==> config.mk <==
export PLATFORM = sky130hd
export DESIGN_NAME = wavegen_core
export DESIGN_NICKNAME = d
export VERILOG_FILES = /design/src/rtl/wavegen_core.sv
export SDC_FILE = /design/constraint.sdc
export NUM_CORES = 1
export LEC_CHECK = 0
export CAP_MARGIN = 5
export CORE_MARGIN = 2
export CORE_UTILIZATION = 63
export CTS_CLUSTER_SIZE = 16
export DETAILED_ROUTE_END_ITERATION = 8
export GPL_TIMING_DRIVEN = 0
export PLACE_DENSITY_LB_ADDON = 0.25
export SYNTH_ARGS = -nofsm -noshare
export SYNTH_HDL_FRONTEND = slang
export SYNTH_SLANG_ARGS = --single-unit
==> constraint.sdc <==
create_clock -name MHz50Clk -period 9.3 [get_ports MHz50Clk]
set_clock_uncertainty 0.15 [all_clocks]
set_input_delay 0.93 -clock MHz50Clk [delete_from_list [all_inputs] [get_ports MHz50Clk]]
set_output_delay 0.93 -clock MHz50Clk [all_outputs]
set_load 0.1 [all_outputs]
==> src/rtl/wavegen_core.sv <==
// wavegen_core: quadrature-tuned frequency/amplitude function generator with serial DAC framing.
module wavegen_core #(
  parameter int PHASE_W  = 24,
  parameter int FREQ_W   = 16,
  parameter int AMP_W    = 8,
  parameter int DAC_W    = 12,
  parameter int FRAME_W  = 16,
  parameter int SCLK_DIV = 2,
  parameter int GAP_CYC  = 11
) (
  input  logic              MHz50Clk,
  input  logic              reset,
  input  logic              A,
  input  logic              B,
  input  logic              s0,
  input  logic              s1,
  input  logic [1:0]        mode,
  output logic              serialClock,
  output logic              syncDAC,
  output logic              dIn,
  output logic              ldac,
  output logic [FREQ_W-1:0] fCount,
  output logic [AMP_W-1:0]  aCount,
  output logic              sampleStrobe
);
  localparam int BITP = 2 * SCLK_DIV;
  localparam int CMAX = BITP > GAP_CYC ? BITP : GAP_CYC;
  localparam int CW   = $clog2(CMAX + 1);
  localparam int BW   = $clog2(FRAME_W + 1);
  localparam int PW   = DAC_W + AMP_W;
  typedef enum logic [1:0] {LOAD, SHIFT, LDAC, GAP} state_t;
  state_t             state_q, state_d;
  logic [3:0]         sync1_q, sync1_d, sync2_q, sync2_d;
  logic [1:0]         ab_q, ab_d, step;
  logic [FREQ_W-1:0]  fcnt_q, fcnt_d;
  logic [AMP_W-1:0]   acnt_q, acnt_d;
  logic [PHASE_W-1:0] phase_q, phase_d, phase_nx;
  logic [CW-1:0]      cnt_q, cnt_d;
  logic [BW-1:0]      bit_q, bit_d;
  logic [FRAME_W-1:0] sh_q, sh_d;
  logic [DAC_W-1:0]   p, w, smp;
  logic               up, dn, sel_f, sel_a, bit_end;
  logic               sclk_q, sclk_d, sync_q, sync_d, ldac_q, ldac_d, din_q, din_d, strobe_q, strobe_d;

  // Gray code {A, A^B} is a 2-bit position; the position difference gives the step direction.
  always_comb begin
    sync1_d = {A, B, s0, s1};
    sync2_d = sync1_q;
    ab_d    = sync2_q[3:2];
    step    = {ab_d[1], ^ab_d} - {ab_q[1], ^ab_q};
    up      = step == 2'd1;
    dn      = step == 2'd3;
    sel_f   = sync2_q[1] & ~sync2_q[0];
    sel_a   = ~sync2_q[1] & sync2_q[0];
    fcnt_d  = (sel_f && up && fcnt_q != '1) ? fcnt_q + FREQ_W'(1) :
              (sel_f && dn && fcnt_q != FREQ_W'(1)) ? fcnt_q - FREQ_W'(1) : fcnt_q;
    acnt_d  = (sel_a && up && acnt_q != '1) ? acnt_q + AMP_W'(1) :
              (sel_a && dn && acnt_q != '0) ? acnt_q - AMP_W'(1) : acnt_q;
  end

  always_comb begin
    phase_nx = phase_q + PHASE_W'(fcnt_q);
    p        = DAC_W'(phase_nx >> (PHASE_W - DAC_W));
    w        = mode == 2'd0 ? p :
               mode == 2'd1 ? (p[DAC_W-1] ? ~{p[DAC_W-2:0], 1'b0} : {p[DAC_W-2:0], 1'b0}) :
               mode == 2'd2 ? {DAC_W{p[DAC_W-1]}} : DAC_W'(1) << (DAC_W - 1);
    smp      = DAC_W'((PW'(w) * PW'(acnt_q)) >> AMP_W);
  end

  always_comb begin
    state_d = state_q;
    cnt_d   = cnt_q + CW'(1);
    bit_d   = bit_q;
    sh_d    = sh_q;
    phase_d = phase_q;
    bit_end = cnt_q == CW'(BITP - 1);
    case (state_q)
      LOAD: begin
        phase_d = phase_nx;
        sh_d    = FRAME_W'(smp);
        state_d = SHIFT;
        cnt_d   = '0;
        bit_d   = '0;
      end
      SHIFT: if (bit_end) begin
        cnt_d   = '0;
        state_d = bit_q == BW'(FRAME_W - 1) ? LDAC : SHIFT;
        bit_d   = bit_q + BW'(1);
        sh_d    = sh_q << 1;
      end
      LDAC: if (bit_end) begin
        cnt_d   = '0;
        state_d = GAP;
      end
      GAP: if (cnt_q == CW'(GAP_CYC - 1)) begin
        cnt_d   = '0;
        state_d = LOAD;
      end
    endcase
    // Outputs are registered decodes of the state being entered, so pins never glitch.
    sclk_d   = !(state_d == SHIFT && cnt_d >= CW'(SCLK_DIV));
    sync_d   = state_d != SHIFT;
    ldac_d   = state_d != LDAC;
    din_d    = state_d == SHIFT && sh_d[FRAME_W-1];
    strobe_d = state_q == LOAD;
  end

  always_ff @(posedge MHz50Clk or posedge reset) begin
    if (reset) begin
      sync1_q  <= '0;
      sync2_q  <= '0;
      ab_q     <= '0;
      fcnt_q   <= FREQ_W'(1);
      acnt_q   <= '1;
      phase_q  <= '0;
      state_q  <= LOAD;
      cnt_q    <= '0;
      bit_q    <= '0;
      sh_q     <= '0;
      sclk_q   <= 1'b1;
      sync_q   <= 1'b1;
      ldac_q   <= 1'b1;
      din_q    <= 1'b0;
      strobe_q <= 1'b0;
    end else begin
      sync1_q  <= sync1_d;
      sync2_q  <= sync2_d;
      ab_q     <= ab_d;
      fcnt_q   <= fcnt_d;
      acnt_q   <= acnt_d;
      phase_q  <= phase_d;
      state_q  <= state_d;
      cnt_q    <= cnt_d;
      bit_q    <= bit_d;
      sh_q     <= sh_d;
      sclk_q   <= sclk_d;
      sync_q   <= sync_d;
      ldac_q   <= ldac_d;
      din_q    <= din_d;
      strobe_q <= strobe_d;
    end
  end

  assign serialClock  = sclk_q;
  assign syncDAC      = sync_q;
  assign dIn          = din_q;
  assign ldac         = ldac_q;
  assign fCount       = fcnt_q;
  assign aCount       = acnt_q;
  assign sampleStrobe = strobe_q;
endmodule

; Word-level counts from Yosys, hierarchy flattened
; Cells that the tools add are included.
[totals]
regBits = 90
in_bits = 8
out_inout_bits = 29
[classes]
addsub = 8
magnitude_cmp = 1
mul = 1
reduce_logical = 21
eq_ne = 17
muxes = 20
n_bitwise = 5
[op_table]
columns = operator, n
row1 = $mux W12, 4
row2 = $mux W16, 3
row3 = $pmux W16 S2, 1
row4 = $add A24 B16 Y24, 1
row5 = $mul A12 B8 Y20, 1
row6 = $add A16 B1 Y16 const B, 1
row7 = $mux W8, 2
row8 = $ne A16 B1 Y1 const B, 1
row9 = $ne A16 B16 Y1 const B, 1
row10 = $sub A16 B1 Y16 const B, 1
row11 = $not A12 Y12, 1
row12 = $pmux W4 S3, 1
row13 = $logic_and A1 B1 Y1, 10
row14 = $pmux W5 S2, 1
row15 = $add A8 B1 Y8 const B, 1
row16 = $eq A2 B1 Y1 const B, 4
row17 = $eq A2 B2 Y1 const B, 4
row18 = $mux W2, 4
row19 = $mux W4, 2
row20 = $ne A8 B8 Y1 const B, 1
row21 = $pmux W2 S4, 1
row22 = $reduce_bool A8 Y1, 1
row23 = $sub A8 B1 Y8 const B, 1
row24 = $reduce_bool A2 Y1, 3
row25 = 17 further kinds, 22

; Longest topological paths before layout
; Gate-level depths: netlist (run 1).
[depth]
ltp_word = 8
mapped_depth = 31

; Worst setup path after synthesis (run 1)
; Ideal clock, no wire load.
[synth_path]
kind = reg2reg
from = register fcnt_q[12], in the netlist fCount[12]
to = register sh_q[10]
stages_incl_launch_ff = 29
required_time_ns = 9.016
arrival_ns = 7.782
path_slack_ns = 1.234
path_cell_list = dfrtp_1 ha_1 a21o_1 a31o_1 a211oi_4 mux2_4 nor2_1 buf_2 xnor2_1 nand2_1 o21ai_0 a21boi_0 nor2b_1 fa_1 fa_1 fa_1 inv_1 fa_1 inv_1 ha_1 a21oi_1 nor2b_1 o21a_1 o21a_1 nor2_1 o31ai_4 a221o_2 xnor2_1 o22ai_1
[synth_between]
elab_chain_len = 7
word_cells_on_any_way = 8
classes_between = add/sub (1) / mul (1) / mux (5) / bitwise (1)
[synth_rtl]
columns = item, line
row1 = start: declaration, 35  ; logic [FREQ_W-1:0] fcnt_q, fcnt_d;
row2 = start signal: assignment, 129  ; fcnt_q <= fcnt_d;
row3 = $add A24 B16 Y24 (*), 62  ; phase_nx = phase_q + PHASE_W'(fcnt_q);
row4 = $not A12 Y12, 65  ; mode == 2'd1 ? (p[DAC_W-1] ? ~{p[DAC_W-2:0], 1'b0} : {p[DAC_W-2:0], 1'b0}) :
row5 = $mux W12 (2 in series), 65
row6 = $mux W12 (*), 64  ; w = mode == 2'd0 ? p :
row7 = $mul A12 B8 Y20 (*), 67  ; smp = DAC_W'((PW'(w) * PW'(acnt_q)) >> AMP_W);
row8 = $pmux W16 S2 (*), 77  ; case (state_q)
row9 = end signal: assignment, 119  ; sh_q <= '0;
row10 = end signal: assignment, 135  ; sh_q <= sh_d;
row11 = end: declaration, 40  ; logic [FRAME_W-1:0] sh_q, sh_d;
; Mark *: on every way between the ends. The rest lies on a longest branch, timed or not.
; A chain may end at the register's enable or synchronous reset.

; Worst setup path in the final report (run 1)
[layout_path]
from = register fcnt_q[0], in the netlist fCount[0]
to = register sh_q[10]
; The elaborated chain is that of the path after synthesis.

==> results.sh, run 1 <==
export IMPL_status="complete, no violations"
export IMPL_clockRootBuffer="clkbuf_16"
export IMPL_r2r_end="sh_q[10]"
export IMPL_grt_max_degree=65
export IMPL_drc=0
export IMPL_final_layout_size_suffix_gt1_frac=0.08824
export IMPL_avgViaCountPerCell=5.806
export IMPL_seq_area_frac_synth=0.2609
export IMPL_io_buffers=36
export IMPL_hold_violations=0
export IMPL_synth_edf_count=0
export IMPL_syn_cell_area_sq_um=8691
export IMPL_cp_start_kind="flop"
export IMPL_hold_path_end="sync2_q[3]"
export IMPL_synthArstFlopShare=1.000
export IMPL_postCtsHoldBufs=0
export IMPL_io_pins=37
export IMPL_endpoint_kind="flop"
export IMPL_insertion_delay_ns=0.36
export IMPL_finalNetCount=1121
export IMPL_ys_warn_count=0
export IMPL_r2r_start="fCount[0]"
export IMPL_dieHeight_um=121.5
export IMPL_postRouteAntennaNets=0
export IMPL_fin_tns_setup_ns=0
export IMPL_finalCriticalPeriod_ns=8.554
export IMPL_crit_fanout=8
export IMPL_arrival_ns=8.62
export IMPL_clock_sinks=90
export IMPL_grt_usage=0.2666
export IMPL_htree_levels=3
export IMPL_clockBufferDepth=2
export IMPL_route_vias_total=6746
export IMPL_yosys_register_bits=90
export IMPL_drt_wl_total_mm=18.48
export IMPL_rows=42
export IMPL_cts_resized_gates=0
export IMPL_hold_depth=0
export IMPL_tightestPinTransition_ns=1.135
export IMPL_worstPathRequired_ns=9.37
export IMPL_synthTopCellsByArea="dfrtp_1, fa_1, ha_1, xnor2_1, inv_1"
export IMPL_post_cts_setup_buffers=0
export IMPL_synth_top_cell_by_area="dfrtp_1"
export IMPL_rsz0062_at_grt="no"
export IMPL_max_slew_margin=0.2354
export IMPL_finalMaxSlewViolations=0
export IMPL_grt_overflow=0
export IMPL_r2r_slack_ns=0.75
export IMPL_core_area_sq_um=13350
export IMPL_cts_buffers=9
export IMPL_gp_congestion=0.8741
export IMPL_fin_area_sq_um=9594
export IMPL_leakage_uw=0.004653
export IMPL_start_util=0.6511
export IMPL_postSynthAreaPerCell_sq_um=9.315
export IMPL_die_area_sq_um=14750
export IMPL_cap_violations=0
export IMPL_die_x_um=121.5
export IMPL_grt_pass1_wl_mm=31.50
export IMPL_fin_util=0.7188
export IMPL_fmax_mhz=116.9
export IMPL_firstDrtPassIters=5
export IMPL_synth_top_area_frac=0.2246
export IMPL_crit_slowest_cell="a31oi_1"
export IMPL_drt_iter0_drc=593
export IMPL_grt_antenna_before_repair=0
export IMPL_syn_to_final_growth_pct=10.39
export IMPL_vdd_ir_drop_max_uv=288.8
export IMPL_setup_viol=0
export IMPL_powerDensity_nw_per_um2=202.4
export IMPL_timing_critical_path_mode_cell="fa_1"
export IMPL_antenna_cells=0
export IMPL_post_route_period_util=0.9198
export IMPL_hold_class="flop to flop"
export IMPL_fin_ws_ns=0.7462
export IMPL_hold_path_startpoint="sync1_q[3]"
export IMPL_synth_flop_cell="dfrtp_1"
export IMPL_avgRoutedWirePerCell_um=15.90
export IMPL_reg2reg_depth=29
export IMPL_syn_nets=1073
export IMPL_path_clk_slew_ns=0.07
export IMPL_first_global_vias=6557
export IMPL_critPathMaxStageDelay_ns=0.66
export IMPL_cts_tree="done"
export IMPL_dp_hpwl_mm=14.44
export IMPL_synth_cell_types=79
export IMPL_worstSetupPathType="flop to flop"
export IMPL_dp_slack_ns=0.8534
export IMPL_syn_inst=933
export IMPL_placed_cell_area_sq_um=9301
-- through the flow --
step	hold slack (ns)	std cells	total power, uW
after detailed placement	0.1887	1146	1577
after global placement	0.1834	1145	1564
after floorplan	0.1812	933	1340
final	0.2028	1162	1942
after CTS	0.2053	1162	1949
after global routing	0.2086	1162	2053
-- area by class of cell --
cell class	count	area [sq um]
clock inverters	7	67.56
fillers	1050	3754
flip-flops and latches	90	2267
clock buffers	9	225.2
plain buffers	29	147.6
repair buffers	37	387.9
well taps	176	220.2
inverters	91	344.1
multi-input cells	723	5934
-- synthesized netlist by cell type (7+ instances only) --
| cell type | n |
|---|---|
| nand3_1 | 22 |
| nand2b_1 | 12 |
| xor2_1 | 33 |
| o21ai_0 | 19 |
| o22ai_1 | 11 |
| dfstp_2 | 12 |
| nor4_1 | 9 |
| clkbuf_1 | 16 |
| and3_1 | 8 |
| mux2_2 | 16 |
| inv_1 | 91 |
| o21a_1 | 10 |
| mux2i_1 | 7 |
| a211oi_1 | 7 |
| nand2_1 | 74 |
| dfrtp_1 | 78 |
| fa_1 | 61 |
| nor3_1 | 17 |
| a21o_1 | 16 |
| a21oi_1 | 48 |
| xnor2_1 | 42 |
| nor2b_1 | 43 |
| ha_1 | 71 |
| and2_1 | 36 |
| nand4_1 | 9 |
| nor2_1 | 63 |
-- state kept, by name, summed over array words and instances (netlist names) --
signal        cells
ldac              1
serialClock       1
sync1_q           4
sh_q             16
sampleStrobe      1
cnt_q             4
aCount            8
dIn               1
sync2_q           4
syncDAC           1
phase_q          24
bit_q             5
ab_q              2
state_q           2
fCount           16
-- cell usage in the layout, fill, tap and decap left out, types with 9 or more instances in the layout --
cell             Yosys  routed
nor2_1              63      63
a21o_1              16      16
o21a_1              10      10
fa_1                61      61
o21ai_0             19      19
dfstp_2             12      12
nand2_1             74      74
mux2_2              16      16
xnor2_1             42      42
xor2_1              33      33
inv_1               91      90
nand2b_1            12      12
o22ai_1             11      11
clkdlybuf4s50_1      0      36
nand3_1             22      22
nor3_1              17      17
nor2b_1             43      43
and2_1              36      36
dfrtp_1             78      78
nand4_1              9       9
clkbuf_1            16      16
a21oi_1             48      48
ha_1                71      71
clkbuf_16            0       9
nor4_1               9       9
-- critical path: cells and delay by family, from the launching register on --
family | cells | cell delay (ns)
and+or+nand+nor | 4 | 0.59
xor gates and xnor gates | 2 | 0.38
AOI/OAI and AO/OA | 14 | 3.70
adders and majority gates | 7 | 3.07
DFF | 1 | 0.42
buffers and inverters | 2 | 0.09
-- routing by layer --
metal  up-vias  part of all wire  GRT usage  routed length (um)
met4         0             0.017    0.07759                 318
met2       176              0.45     0.4136                8363
met5         -                 0          0                   0
met3        26             0.046    0.03289                 858
met1      3260              0.48     0.3941                8938
li1       3284                 -          -                   -
-- worst max-delay path by stage --
| stage | from | end | slack [ns] | depth (start not counted) |
|---|---|---|---|---|
| floorplan | fCount[12] | sh_q[10] | 1.23 | 28 |
| global placement | fCount[0] | sh_q[10] | 0.98 | 29 |
| detailed placement | fCount[0] | sh_q[10] | 0.85 | 29 |
| CTS | fCount[0] | sh_q[10] | 0.82 | 29 |
| global route | fCount[0] | sh_q[10] | 0.42 | 29 |
| finish | fCount[0] | sh_q[10] | 0.75 | 29 |
-- cell families (layout without fill, tap and decap cells) --
family / Yosys count / count (layout) / synth area share
AO/OA/AOI/OAI: 175 / 175 / 0.1448
XOR/XNOR: 75 / 75 / 0.07558
adder cells (fa/ha/maj): 132 / 132 / 0.2427
buffers and inverters: 120 / 173 / 0.05629
flip-flops: 90 / 90 / 0.2609
multiplexers: 24 / 24 / 0.03052
AND/OR/NAND/NOR: 317 / 317 / 0.1892
-- report_power, final --
| group | total [uW] | internal (uW) | switching [uW] |
|---|---|---|---|
| combinational | 1020 | 322 | 694 |
| clock | 361 | 189 | 171 |
| sequential | 566 | 457 | 109 |
| total | 1940 | 968 | 974 |
(Power assumes the default switching activity.)
==> run 2, diff against run 1 <==
--- a/config.mk
+++ b/config.mk
@@ -5,11 +5,14 @@
 export SDC_FILE = /design/constraint.sdc
 export NUM_CORES = 1
 export LEC_CHECK = 0
+export ABC_AREA = 1
 export CAP_MARGIN = 5
+export CORE_ASPECT_RATIO = 1.75
 export CORE_MARGIN = 2
 export CORE_UTILIZATION = 63
 export CTS_CLUSTER_SIZE = 16
 export DETAILED_ROUTE_END_ITERATION = 8
+export GPL_ROUTABILITY_DRIVEN = 0
 export GPL_TIMING_DRIVEN = 0
 export PLACE_DENSITY_LB_ADDON = 0.25
 export SYNTH_ARGS = -nofsm -noshare
==> run 2 against run 1 <==
  * Worst setup slack gained 1.3 ns
  * Register-to-register slack gained 1.3 ns
  * Core utilization decreased by 0.92 points
  * Largest power group unchanged
==> results.sh, run 2 <==
export IMPL_status="complete, no violations"
export IMPL_combPwrFrac=0.606
export IMPL_core_area_sq_um=13310
export IMPL_synthMuxAreaShare=0.001174
export IMPL_pwr_share_clk=0.156
export IMPL_max_slew_margin=0.3350
export IMPL_die_area_sq_um=14520
export IMPL_intPower_uw=1117
export IMPL_syn_to_final_growth_pct=10.77
export IMPL_yosysMostFrequentCell="nand2_1"
export IMPL_cts_buffers=9
export IMPL_hold_class="flop to flop"
export IMPL_syn_nets=1242
export IMPL_crit_fanout=8
export IMPL_fmax_mhz=137.3
export IMPL_fin_ws_ns=2.019
export IMPL_synth_top_family_by_area="adder cells"
export IMPL_powerDensity_nw_per_um2=261.5
export IMPL_clockBufferDepth=2
export IMPL_finalNetCount=1290
export IMPL_firstDrtPassIters=6
export IMPL_seq_power_share=0.238
export IMPL_grt_pass1_wl_mm=35.85
export IMPL_synth_top_area_frac=0.2289
export IMPL_io_buffers=36
export IMPL_fillers=1083
export IMPL_grt_overflow=0
export IMPL_postSynthAreaPerCell_sq_um=7.739
export IMPL_first_global_vias=7862
export IMPL_start_util=0.6406
export IMPL_synthArstFlopShare=1.000
export IMPL_syn_inst=1102
export IMPL_r2r_start="fCount[0]"
export IMPL_insertion_delay_ns=0.35
export IMPL_grt_antenna_before_repair=0
export IMPL_hold_path_startpoint="sync1_q[3]"
export IMPL_yosys_register_bits=90
export IMPL_grt_usage=0.3130
export IMPL_fin_area_sq_um=9447
export IMPL_ff_latch_area_sq_um=2267
export IMPL_synth_simple_gate_area_share=0.2311
export IMPL_antenna_cells=0
export IMPL_postCtsHoldBufs=0
export IMPL_dieHeight_um=157.9
export IMPL_seq_area_frac_synth=0.2658
export IMPL_largest_reg_flops=24
export IMPL_die_x_um=91.95
export IMPL_worstPathRequired_ns=9.42
export IMPL_multi_input_area_sq_um=5489
export IMPL_synthTopCellsByArea="dfrtp_1, fa_1, ha_1, nand2_1, inv_1"
export IMPL_synth_top_cell_by_area="dfrtp_1"
export IMPL_finalMaxSlewViolations=0
export IMPL_synth_cell_types=51
export IMPL_drt_iter0_drc=464
export IMPL_largest_register="phase_q"
export IMPL_clock_sinks=90
export IMPL_netSwitchingPower_uw=1353
export IMPL_final_common_cell="nand2_1"
export IMPL_synth_adder_area_share=0.2474
export IMPL_rsz0062_at_grt="no"
export IMPL_synth_compound_area_frac=0.1168
export IMPL_clockRootBuffer="clkbuf_16"
export IMPL_final_layout_size_suffix_gt1_frac=0.06494
export IMPL_timing_critical_path_mode_cell="nand2_1"
export IMPL_synth_flop_cell="dfrtp_1"
export IMPL_layout_common_cells="nand2_1, inv_1, nor2_1, dfrtp_1, ha_1"
export IMPL_synth_common_cells="nand2_1, inv_1, nor2_1"
export IMPL_avgViaCountPerCell=5.690
export IMPL_endpoint_kind="flop"
export IMPL_io_pins=37
export IMPL_dp_hpwl_mm=16.90
export IMPL_setup_worst_path_start="fCount[0]"
export IMPL_setup_viol=0
export IMPL_syn_cell_area_sq_um=8528
export IMPL_drc=0
export IMPL_htree_levels=3
export IMPL_postRouteAntennaNets=0
export IMPL_arrival_ns=7.40
export IMPL_critPathMaxStageDelay_ns=0.61
export IMPL_placed_cell_area_sq_um=9136
export IMPL_synth_edf_count=0
export IMPL_path_clk_slew_ns=0.07
export IMPL_drt_wl_total_mm=21.32
export IMPL_fin_tns_setup_ns=0
export IMPL_crit_slowest_cell="dfstp_2"
export IMPL_cap_violations=0
export IMPL_rows=56
export IMPL_grt_max_degree=67
export IMPL_cts_tree="done"
export IMPL_worstSetupPathType="flop to flop"
export IMPL_dp_slack_ns=2.170
export IMPL_hold_violations=0
export IMPL_post_cts_setup_buffers=0
export IMPL_cts_resized_gates=0
export IMPL_finalCriticalPeriod_ns=7.281
export IMPL_synth_xor_area_frac=0.04724
export IMPL_tightestPinTransition_ns=0.9944
export IMPL_sw_frac_of_total=0.5476
export IMPL_avgRoutedWirePerCell_um=16.04
export IMPL_post_route_period_util=0.7829
export IMPL_cp_start_kind="flop"
export IMPL_route_vias_total=7562
export IMPL_leakage_uw=0.004796
export IMPL_ys_warn_count=0
export IMPL_vdd_ir_drop_max_uv=158.1
==> run 2: worst paths after layout <==
check	end	cells after the start	slack [ns]
min	sync2_q[3]	0	0.20
max	sh_q[10]	32	2.02
min in group asynchronous	ab_q[0]	2	0.75
max reg2reg	sh_q[10]	32	2.02
max in group asynchronous	aCount[2]	3	7.58
min reg2reg	sync2_q[3]	0	0.20
==> run 2: power groups by stage <==
stage	combinational [uW]	clock, uW	sequential (uW)
after floorplan	784	0	893
after global placement	1440	0	593
after detailed placement	1460	0	592
after CTS	1480	391	585
after global routing	1650	406	595
final	1500	384	589
==> run 2: final cells by class <==
class | instances | share of cell area
plain buffers | 17 | 0.007417
flip-flops and latches | 90 | 0.2400
clock inverters | 7 | 0.009007
multi-input cells | 808 | 0.5811
clock buffers | 9 | 0.02384
well taps | 174 | 0.02305
repair buffers | 37 | 0.04106
inverters | 187 | 0.07457
==> run 2: routing by layer <==
layer	vias to the layer above	global-route usage	part of all wire
met3	111	0.03855	0.036
met1	3617	0.3036	0.34
met2	243	0.6092	0.56
li1	3591	-	-
met4	0	0.2040	0.069
met5	-	0	0
==> run 2: kinds of logic (layout without fill, tap and decap cells) <==
| logic type | after synthesis | after routing |
|---|---|---|
| AND/OR/NAND/NOR | 456 | 456 |
| multiplexers | 1 | 1 |
| adder cells (fa/ha/maj) | 132 | 132 |
| buffers and inverters | 204 | 257 |
| flip-flops | 90 | 90 |
| XOR/XNOR | 46 | 46 |
| AO/OA/AOI/OAI | 173 | 173 |
==> run 2: worst max-delay path, delay by kind of cell (launching register included) <==
family,cells,cell delay [ns]
fa+ha+maj,7,2.88
xor+xnor,1,0.16
compound gates,6,1.43
flops,1,0.61
buf+inv,3,0.21
simple gates,15,1.75
==> run 2: through the flow <==
stage	hold WS [ns]	utilization	std cells	total power (uW)
after floorplan	0.1812	-	1102	1677
after global placement	0.1814	0.6840	1312	2029
after detailed placement	0.1871	0.6863	1313	2057
after CTS	0.2029	0.7096	1329	2461
after global routing	0.2099	0.7096	1329	2647
final	0.2017	0.7096	1329	2470
==> run 3, diff against run 2 <==
==> constraint.sdc (replaced) <==
create_clock -name MHz50Clk -period 7.2 [get_ports MHz50Clk]
set_clock_uncertainty 0.15 [all_clocks]
set_input_delay 0.72 -clock MHz50Clk [delete_from_list [all_inputs] [get_ports MHz50Clk]]
set_output_delay 0.72 -clock MHz50Clk [all_outputs]
set_load 0.1 [all_outputs]
==> run 3 against run 2 <==
  * Fmax up 5.6%
  * Combinational power up 33%
  * First-iteration DRC count up 5.4%
  * Sequential power up 29%
  * Clock power up 29%
  * Clock-buffer cell count unchanged
  * Power up 32%
  * Sequential cell count unchanged
  * Register-to-register slack worse by 1.7 ns
  * Final area up 2.3%
  * Sequential share of layout area down 0.53 points
  * Critical endpoint is now sh_q[9]
  * Largest cell class unchanged
  * Largest power group unchanged
  * Highest routed layer unchanged
==> results.sh, run 3 (synthesized netlist as in run 2, its figures left out) <==
export IMPL_core_area_sq_um=13310
export IMPL_endpoint_kind="flop"
export IMPL_first_global_vias=7862
export IMPL_combPwrFrac=0.614
export IMPL_max_slew_margin=0.3362
export IMPL_grt_usage=0.3130
export IMPL_multi_input_area_sq_um=5657
export IMPL_grt_antenna_before_repair=0
export IMPL_hold_class="flop to flop"
export IMPL_io_pins=37
export IMPL_grt_max_degree=67
export IMPL_final_layout_size_suffix_gt1_frac=0.09561
export IMPL_worstPathRequired_ns=7.33
export IMPL_sw_frac_of_total=0.5446
export IMPL_layout_common_cells="nand2_1, inv_1, nor2_1, dfrtp_1, ha_1"
export IMPL_tightestPinTransition_ns=0.9926
export IMPL_powerDensity_nw_per_um2=336.5
export IMPL_clockBufferDepth=2
export IMPL_fin_util=0.7256
export IMPL_die_area_sq_um=14520
export IMPL_insertion_delay_ns=0.35
export IMPL_crit_slowest_cell="fa_1"
export IMPL_die_x_um=91.95
export IMPL_hold_ws_ns=0.2018
export IMPL_worstSetupPathType="flop to flop"
export IMPL_antenna_cells=0
export IMPL_finalNetCount=1296
export IMPL_place_inst=1313
export IMPL_fin_area_sq_um=9659
export IMPL_cts_buffers=9
export IMPL_crit_fanout=8
export IMPL_io_buffers=36
export IMPL_htree_levels=3
export IMPL_path_clk_slew_ns=0.07
export IMPL_clockRootBuffer="clkbuf_16"
export IMPL_critPathMaxStageDelay_ns=0.59
export IMPL_status="complete, no violations"
export IMPL_drt_iter0_drc=489
export IMPL_cap_violations=0
export IMPL_finalCriticalPeriod_ns=6.894
export IMPL_top_layer_used="met4"
export IMPL_start_util=0.6406
export IMPL_arrival_ns=7.02
export IMPL_largest_register="phase_q"
export IMPL_dieHeight_um=157.9
export IMPL_cp_start_kind="flop"
export IMPL_placed_cell_area_sq_um=9136
export IMPL_postRouteAntennaNets=0
export IMPL_seq_power_share=0.233
export IMPL_avgRoutedWirePerCell_um=16.30
export IMPL_dp_slack_ns=0.06999
export IMPL_avgViaCountPerCell=5.711
export IMPL_netSwitchingPower_uw=1770
export IMPL_hold_violations=0
export IMPL_setup_viol=0
export IMPL_ff_latch_area_sq_um=2267
export IMPL_routed_wl_met2_mm=12.08
export IMPL_grt_pass1_wl_mm=35.85
export IMPL_route_vias_total=7624
export IMPL_final_common_cell="nand2_1"
export IMPL_cp_buffers_inverters=3
export IMPL_finalMaxSlewViolations=0
export IMPL_post_route_period_util=0.9576
export IMPL_clock_sinks=90
export IMPL_fin_ws_ns=0.3056
export IMPL_grt_overflow=0
export IMPL_cts_tree="done"
export IMPL_fmax_mhz=145.0
export IMPL_post_layout_nonfiller_instances=1335
export IMPL_drt_wl_total_mm=21.76
export IMPL_leakage_uw=0.004860
export IMPL_wl_met3_um=943
export IMPL_vdd_ir_drop_max_uv=221.7
export IMPL_m1WireLength_mm=7.117
export IMPL_drc=0
export IMPL_rows=56
export IMPL_largest_reg_flops=24
export IMPL_syn_to_final_growth_pct=13.26
export IMPL_pwr_share_clk=0.153
export IMPL_cpLargestDelayFamily="adder cells"
export IMPL_rsz0062_at_grt="yes"
export IMPL_dp_hpwl_mm=16.90
export IMPL_timing_critical_path_mode_cell="nand2_1"
export IMPL_firstDrtPassIters=6
export IMPL_intPower_uw=1480
export IMPL_fillers=1050
run 3: changes by cell type in the layout (fill, tap and decap cells not counted), sizes merged:
cell,before,now
buf,5,11
run 3: metal layers:
metal,up-vias,GRT usage
li1,3609,-
met1,3606,0.3036
met2,278,0.6092
met3,131,0.03855
met4,0,0.2040
met5,-,0
run 3: area by class of cell:
cell class	instances	share of cell area
multi-input cells	808	0.5856
flip-flops and latches	90	0.2347
inverters	187	0.07293
repair buffers	43	0.04482
clock buffers	9	0.02332
well taps	174	0.02254
clock inverters	7	0.008808
plain buffers	17	0.007254
run 3: path summary, 6_finish.rpt:
kind | to | slack, ns | startpoint | cells after the start
max in group asynchronous | aCount[2] | 5.69 | reset | 3
hold / removal | sync2_q[1] | 0.20 | sync1_q[1] | 0
hold reg to reg | sync2_q[1] | 0.20 | sync1_q[1] | 0
min in group asynchronous | ab_q[0] | 0.54 | reset | 2
setup / recovery | sh_q[9] | 0.31 | fCount[0] | 33
setup reg to reg | sh_q[9] | 0.31 | fCount[0] | 33
run 3: power groups by stage:
stage          clock network [uW]  registers (uW)  logic (uW)
2_1_floorplan                   0            1150        1010
3_3_place_gp                    0             766        1850
3_5_place_dp                    0             765        1890
4_1_cts                       505             756        1920
5_1_grt                       524             765        2190
6_report                      497             757        2000
run 3: worst reg2reg max path: cells and delay by family (launching register included):
family                     cells  cell delay [ns]
and+or+nand+nor               15             1.53
xor gates and xnor gates       1             0.12
AOI/OAI and AO/OA              7             1.39
DFF                            1             0.56
adders and majority gates      7             2.88
buffers and inverters          3             0.21
run 3: what timing repair did:
action	CTS	global route
endpoints found under the hold margin	0	0
setup buffers	0	6
hold buffers	0	0
gates resized for setup	0	37
setup endpoints to repair	0	11
run 3: per-stage QoR:
step           total power, uW  setup TNS (ns)
3_5_place_dp              2657               0
6_report                  3250               0
5_1_grt                   3483         -0.3097
4_1_cts                   3178               0
2_1_floorplan             2166               0
3_3_place_gp              2621               0
